**src/rtl/cache_fill_arbiter.sv**
```systemverilog
// ----------------------------------------------------------------------------
// cache_fill_arbiter
//
// Purpose:
//   Arbitrates cache-line fills between an I-cache and a D-cache miss port.
//   A granted miss issues 8 word reads to memory on consecutive cycles.
//   Returning words (in issue order) are written into the granted cache.
//   After the 8th word, a single tag-write cycle completes the line. After
//   that the arbiter waits at least one idle cycle before granting again,
//   so the refreshed miss signal can settle.
//
// Build option:
//   ARB_RR_EN - when defined, simultaneous misses are granted round-robin:
//               the requester not granted last wins. When undefined, the
//               D-cache always wins ties.
//
// Ports:
//   clk                 - clock; all state changes on its rising edge
//   rst                 - asynchronous, active-low reset
//   icache_miss(_addr)  - I-cache miss request and its address
//   dcache_miss(_addr)  - D-cache miss request and its address
//   mem_data_valid      - one returned memory word this cycle
//   mem_read_en/mem_addr- memory read issue strobe and address
//   fill_addr           - word address (data) or line address (tag) for the
//                         cache being filled
//   fill_offset         - index of the returning word within the line
//   {i,d}cache_{data,tag}_write - per-cache fill strobes
//   stall               - pipeline stall request
// ----------------------------------------------------------------------------
module cache_fill_arbiter #(
    parameter int ADDR_W = 16
) (
    input  logic              clk,
    input  logic              rst,
    input  logic              icache_miss,
    input  logic [ADDR_W-1:0] icache_miss_addr,
    input  logic              dcache_miss,
    input  logic [ADDR_W-1:0] dcache_miss_addr,
    input  logic              mem_data_valid,
    output logic              mem_read_en,
    output logic [ADDR_W-1:0] mem_addr,
    output logic [ADDR_W-1:0] fill_addr,
    output logic [2:0]        fill_offset,
    output logic              icache_data_write,
    output logic              icache_tag_write,
    output logic              dcache_data_write,
    output logic              dcache_tag_write,
    output logic              stall
);

    localparam int BASE_W = ADDR_W - 4;

    typedef enum logic [1:0] {
        IDLE = 2'd0,
        FILL = 2'd1,
        TAG  = 2'd2
    } state_t;

    state_t              state_reg;
    logic [BASE_W-1:0]   base_reg;
    logic                gnt_icache_reg;   // 1: I-cache owns the fill
    logic [2:0]          issue_cnt_reg;
    logic                issuing_reg;
    logic [ADDR_W-1:0]   mem_addr_reg;
    logic [2:0]          ret_cnt_reg;
    logic                settle_reg;       // blocks the first idle cycle after TAG

    logic                pick_icache;
    logic [ADDR_W-1:0]   grant_addr;
    logic [2:0]          issue_cnt_next;
    logic                fill_word;

    // Line-offset bits of the miss addresses are not needed: fills are
    // always whole-line aligned.
    logic unused_addr_bits;
    assign unused_addr_bits = ^{icache_miss_addr[3:0], dcache_miss_addr[3:0]};

`ifdef ARB_RR_EN
    logic rr_icache_reg;   // I-cache wins the next tie; reset favours dcache
    assign pick_icache = icache_miss & (~dcache_miss | rr_icache_reg);
`else
    assign pick_icache = icache_miss & ~dcache_miss;
`endif

    assign grant_addr     = pick_icache ? icache_miss_addr : dcache_miss_addr;
    assign issue_cnt_next = issue_cnt_reg + 3'd1;

    always_ff @(posedge clk or negedge rst) begin
        if (!rst) begin
            state_reg      <= IDLE;
            base_reg       <= '0;
            gnt_icache_reg <= 1'b0;
            issue_cnt_reg  <= 3'd0;
            issuing_reg    <= 1'b0;
            mem_addr_reg   <= '0;
            ret_cnt_reg    <= 3'd0;
            settle_reg     <= 1'b0;
`ifdef ARB_RR_EN
            rr_icache_reg  <= 1'b0;
`endif
        end else begin
            case (state_reg)
                IDLE: begin
                    settle_reg <= 1'b0;
                    if (!settle_reg && (icache_miss || dcache_miss)) begin
                        state_reg      <= FILL;
                        gnt_icache_reg <= pick_icache;
                        base_reg       <= grant_addr[ADDR_W-1:4];
                        issue_cnt_reg  <= 3'd0;
                        ret_cnt_reg    <= 3'd0;
                        issuing_reg    <= 1'b1;
                        mem_addr_reg   <= {grant_addr[ADDR_W-1:4], 4'b0000};
`ifdef ARB_RR_EN
                        rr_icache_reg  <= ~pick_icache;
`endif
                    end
                end
                FILL: begin
                    if (issuing_reg) begin
                        if (issue_cnt_reg == 3'd7) begin
                            issuing_reg  <= 1'b0;
                            mem_addr_reg <= '0;
                        end else begin
                            issue_cnt_reg <= issue_cnt_next;
                            mem_addr_reg  <= {base_reg, issue_cnt_next, 1'b0};
                        end
                    end
                    if (mem_data_valid) begin
                        ret_cnt_reg <= ret_cnt_reg + 3'd1;
                        if (ret_cnt_reg == 3'd7) begin
                            state_reg    <= TAG;
                            // Returns arrive in issue order, so issuing is
                            // already over; clear anyway to keep TAG clean.
                            issuing_reg  <= 1'b0;
                            mem_addr_reg <= '0;
                        end
                    end
                end
                TAG: begin
                    state_reg  <= IDLE;
                    settle_reg <= 1'b1;
                end
                default: begin
                    state_reg <= IDLE;
                end
            endcase
        end
    end

    // Data strobes follow mem_data_valid in the same cycle.
    assign fill_word = (state_reg == FILL) && mem_data_valid;

    assign icache_data_write = fill_word & gnt_icache_reg;
    assign dcache_data_write = fill_word & ~gnt_icache_reg;
    assign icache_tag_write  = (state_reg == TAG) & gnt_icache_reg;
    assign dcache_tag_write  = (state_reg == TAG) & ~gnt_icache_reg;

    always_comb begin
        fill_addr   = '0;
        fill_offset = 3'd0;
        if (fill_word) begin
            fill_addr   = {base_reg, ret_cnt_reg, 1'b0};
            fill_offset = ret_cnt_reg;
        end else if (state_reg == TAG) begin
            fill_addr   = {base_reg, 4'b0000};
        end
    end

    assign mem_read_en = issuing_reg;
    assign mem_addr    = mem_addr_reg;
    assign stall       = (state_reg != IDLE) | icache_miss | dcache_miss;

endmodule

```
**config.mk**
```make
export PLATFORM = sky130hd
export DESIGN_NAME = cache_fill_arbiter
export DESIGN_NICKNAME = d
export VERILOG_FILES = /design/src/rtl/cache_fill_arbiter.sv
export SDC_FILE = /design/constraint.sdc
export NUM_CORES = 1
export LEC_CHECK = 0
export BUFFER_PORTS_ARGS = -buffer_cell sky130_fd_sc_hd__buf_4
export CELL_PAD_IN_SITES_DETAIL_PLACEMENT = 2
export CELL_PAD_IN_SITES_GLOBAL_PLACEMENT = 2
export CORE_MARGIN = 10
export CORE_UTILIZATION = 29
export DETAILED_ROUTE_END_ITERATION = 10
export GPL_ROUTABILITY_DRIVEN = 0
export PLACE_DENSITY_LB_ADDON = 0.2
export SYNTH_ARGS = -nofsm -noshare
export SYNTH_HDL_FRONTEND = slang
export SYNTH_SLANG_ARGS = --single-unit
```
**constraint.sdc**
```tcl
create_clock -name clk -period 1.8 [get_ports clk]
set_input_delay 0.36 -clock clk [delete_from_list [all_inputs] [get_ports clk]]
set_output_delay 0.36 -clock clk [all_outputs]
set_load 0.05 [all_outputs]
```
Word-level counts from Yosys, hierarchy flattened --
Cells that the tools add are included.
Storage, ports and cells: bits in registers 39, input bits 37, output and inout bits 41, logic and storage cells 68
Cells by class: add/sub/neg operators 2, equality and inequality tests 9, multiplexer cells 27, bitwise operators 9, reduce and logical (&&, ||, !) cells 13
Operators with widths (number):
- two-way mux 16 bit | 8
- case mux 16 bit (2 select lines) | 1
- two-way mux 3 bit | 5
- case mux 3 bit (2 select lines) | 2
- != test 2 bit (second input constant) | 5
- adder 3 x 1 -> 3 bit (second input constant) | 2
- equality test 3 bit (second input constant) | 2
- two-way mux 2 bit | 3
- AND reduction 3 bit | 2
- nonzero test 2 bit | 3
- bitwise AND 1 bit | 5
- two-way mux 1 bit | 5
- case mux 1 bit (2 select lines) | 2
- case mux 2 bit (2 select lines) | 1
- AND reduction 2 bit | 2
- AND reduction 4 bit | 1
- equality test 2 x 1 -> 1 bit (second input constant) | 1
- equality test 2 bit (second input constant) | 1
- logical AND 1 bit | 2
- logical NOT 2 bit | 1
- inverter 1 bit | 2
- bitwise OR 1 bit | 2
- logical NOT 1 bit | 1
- logical OR 1 bit | 1

Depth between registers and ports, before layout --
word-level depth 6, depth in mapped cells 7, mapped depth without buffers 6

Least setup slack after synthesis --
No wires, ideal clock.
path kind flip-flop to output port, start point register state_reg[0], end point output port fill_offset[0], arrival 1641 ps, required time 1440 ps, setup slack -201 ps, cell stages (with the launch flop) 5, buffers on the path 2, cells stage by stage dfrtp_1 > nor2b_2 > clkbuf_1 > and3_1 > buf_4
Between the ends: cells in the longest elaborated chain, start to end 3
Ends and longest elaborated chain:
- start, declared | RTL line 59 | state_t state_reg;
- start signal, assigned | RTL line 90 | state_reg <= IDLE;
- start signal, assigned | RTL line 106 | state_reg <= FILL;
- start signal, assigned | RTL line 131 | state_reg <= TAG;
- equality test 2 x 1 -> 1 bit | RTL line 151 | assign fill_word = (state_reg == FILL) && mem_data_valid;
- logical AND 1 bit | RTL line 151
- two-way mux 3 bit | RTL line 161 | if (fill_word) begin
- end, declared | RTL line 43 | output logic [2:0] fill_offset,
No other way between the ends.

Final worst setup path --
start point register state_reg[0], end point output port fill_addr[12]
Between the ends: cells in the longest elaborated chain, start to end 3, elaborated cells on any way between the ends 5, classes of those cells 2 x eq/ne; 2 x mux; 1 x reduce/logical
Ends and longest elaborated chain:
- equality test 2 bit or equality test 2 x 1 -> 1 bit (tied branches) | RTL line 164, 151
- two-way mux 16 bit or logical AND 1 bit (tied branches) | RTL line 164, 151
- two-way mux 16 bit (*) | RTL line 161
- end, declared | RTL line 42 | output logic [ADDR_W-1:0] fill_addr,
Every way passes the cells marked *; elsewhere a longest branch is shown, timed or not.

==> impl_metrics.json <==
{
  "status": "complete, but fails checks",
  "violations": "negative setup slack",
  "synth-edff-count": 0,
  "ff2ff_setup_slack_ps": 60,
  "cts_buffer_depth": 2,
  "drive_above_1_share_pct": 44.14,
  "synth_xor_area_share_pct": 0,
  "grt_pass1_vias": 2240,
  "synth-seq-cells": 39,
  "crit_fanout": 6,
  "vdd.ir_drop.worst_mv": 0.9626,
  "synth.most_common_cell": "dfrtp_1",
  "fin_worst_skew_ps": 4.998,
  "cts_tree": "built",
  "drcViolationCount": 0,
  "p_sw_share_pct": 46.61,
  "grtUsageTotal_pct": 14.62,
  "die_x_um": 104.8,
  "grt_pass1_wl_um": 12980,
  "tightest_slew_ps": 689.7,
  "fin_crit_sh_pct": 104.5,
  "synth_area_leader_cell": "dfrtp_1",
  "num_vias": 1991,
  "clockRootBuffer": "clkbuf_8",
  "via_per_inst": 5.158,
  "relSlewSlack_pct": 53.77,
  "rr_worst_depth": 7,
  "synth_fa_ha_area_share_pct": 2.398,
  "r2r-end": "mem_addr[15]",
  "power_frac_seq_pct": 25.8,
  "first_pass_iters": 4,
  "antenna_found_initial": 0,
  "hold_buffers": 0,
  "finalWorstSetupSlack_ps": -80.17,
  "grt_max_degree": 40,
  "comb_power_share_pct": 60.5,
  "synthArstFlopShare_pct": 100.0,
  "p_clk_share_pct": 13.6,
  "largest_reg_flops": 16,
  "fillers": 745,
  "cts_made_buffers": 5,
  "p_leak_nw": 1.624,
  "cp-end-kind": "primary output",
  "clock_sinks": 39,
  "nets": 330,
  "synth_simple_gate_area_share_pct": 18.94,
  "dp_hpwl_um": 5772,
  "max_clock_freq_ghz": 0.5319,
  "num_io_pins": 78,
  "yosysWarnings": 0,
  "dieArea_um2": 10990,
  "ys.flop_type": "dfrtp_1",
  "postRouteAntennaNets": 0,
  "final_max_slew_viol_count": 0,
  "worstPathRequired_ps": 1440,
  "worst_setup_path_start_kind": "flip-flop",
  "avgRoutedWirePerCell_um": 21.55,
  "synth_commonest_cells": "39 x dfrtp_1, 20 x nand2_1, 14 x inv_1",
  "path_clk_slew_ps": 80,
  "hold_violations": 0,
  "start_util_pct": 30.22,
  "grt_overflow_total": 0,
  "synth.distinct_cells": 32,
  "area_growth_pct": 57.07,
  "setup_viol": 17,
  "synth_fp_nets": 248,
  "diodes": 0,
  "clk_latency_ps": 300,
  "synth_compound_area_share_pct": 24.58,
  "htree_num_levels": 2,
  "synth_top_family_by_area": "compound AO/OA/AOI/OAI gates",
  "dp_worst_setup_slack_ps": -208.2,
  "avgSynthCellArea_um2": 10.08,
  "power_switching_mw": 3.039,
  "p_int_mw": 3.482,
  "die_h_um": 104.8,
  "row_count": 30,
  "core_um2": 6907,
  "port_buffers": 68,
  "path_class": "flip-flop to primary output",
  "synth_top_area_share_pct": 46.76,
  "postSynthCellCount": 207,
  "fin_crit_ps": 1880,
  "place_inst": 373,
  "fin_cells": 386,
  "r2r_start": "state_reg[0]",
  "synth_area_leaders": "dfrtp_1 47%, a221o_1 5.8%, o211a_1 5.8%",
  "drt_iter0_drc": 77,
  "syn_area_um2": 2087,
  "rsz0062_at_grt": "yes",
  "cap_viol_max_count": 0,
  "muxShareOfSynthArea_pct": 0,
  "synth_seq_area_share_pct": 46.76,
  "power.density_nw_per_um2": 1989,
  "hp-class": "input port to asynchronous set/reset pin",
  "critPathArrivalTime_ps": 1520,
  "wirelength_um": 8320
}
-- placed cells by master (no fill, tap or decap), types with 2 or more instances in the layout --
master,netlist,final
buf_4,5,63
dfrtp_1,39,38
buf_8,0,20
nand2_1,20,17
inv_1,14,14
and2_4,0,12
nand3b_1,12,12
o2111ai_1,12,12
o21a_1,12,12
o211a_1,12,12
a221o_1,12,12
nand3_1,10,10
buf_6,0,7
clkbuf_8,0,5
and3_4,0,4
ha_1,4,4
nor2_4,0,3
and3_1,7,3
o21ai_0,3,3
nand2_4,0,2
nand2_8,0,2
nor2_1,4,2
a22o_1,2,2
bufinv_16,0,2
buf_12,0,2
-- logic make-up (layout without fill, tap and decap cells) --
| family | count (synthesis) | in the layout |
|---|---|---|
| AOI/OAI and AO/OA | 59 | 59 |
| adders and majority gates | 4 | 4 |
| buffers and inverters | 32 | 114 |
| DFF | 39 | 39 |
| other | 1 | 1 |
| and+or+nand+nor | 72 | 73 |
-- worst max path at each step --
stage,startpoint,slack (ps),to,depth (start not counted)
finish,state_reg[0],-80,fill_addr[12],5
global route,state_reg[0],-160,fill_offset[2],5
floorplan,state_reg[0],-30,fill_offset[0],4
CTS,state_reg[1],-110,fill_addr[12],5
detailed placement,ret_cnt_reg[0],-210,mem_addr[15],6
global placement,ret_cnt_reg[0],-170,mem_addr[8],6
-- worst max-delay path, stage by stage (launching register included) --
cell	delay, ps
dfrtp_1	420
nor2b_4	240
nand2_4	140
nand2_8	120
and2_4	160
buf_8	140
-- power by group through the flow --
stage / clock (mW) / sequential, mW / combinational [mW]
after global routing: 0.937 / 1.75 / 4.18
after detailed placement: 0 / 1.65 / 3.45
after floorplan: 0 / 2.18 / 1.69
after global placement: 0 / 1.63 / 3.37
after CTS: 0.896 / 1.66 / 3.88
final: 0.889 / 1.68 / 3.95
-- per-layer routing --
metal  vias to the layer above  track usage, %  share of wire [%]
li1                        918               -                  -
met3                         7           4.300                4.9
met5                         -               0                  0
met1                      1002           18.66                 46
met4                         0           2.647               0.76
met2                        64           24.02                 48
-- area by class of cell --
type | count | area [um^2] | area share (%)
multi-input cells | 137 | 1104 | 33.66
flip-flops and latches | 39 | 977.2 | 29.81
well taps | 96 | 120.1 | 3.664
inverters | 14 | 52.55 | 1.603
clock inverters | 2 | 60.06 | 1.832
clock buffers | 6 | 72.57 | 2.214
repair buffers | 92 | 892.1 | 27.21
-- per-stage QoR --
step | utilization [%] | instance area [um^2] | setup TNS (ps) | hold WS (ps) | total power [mW]
6_report | 47.46 | 3278 | -980.6 | 26.58 | 6.520
5_1_grt | 47.46 | 3278 | -2507 | 55.32 | 6.868
4_1_cts | 46.59 | 3218 | -888.2 | 52.37 | 6.440
3_5_place_dp | 40.72 | 2813 | -3585 | 371.8 | 5.101
3_3_place_gp | 40.72 | 2813 | -2853 | 378.3 | 5.003
2_1_floorplan | - | 2103 | -104.5 | 64.41 | 3.870
-- timing repair --
item | CTS | global route
hold endpoints to repair | 0 | 0
gates resized for setup | 67 | 15
setup endpoints to repair | 39 | 39
setup buffers | 4 | 1
cloned | 1 | 0
pin swaps | 14 | 4
Power figures use the tool's default switching activity.
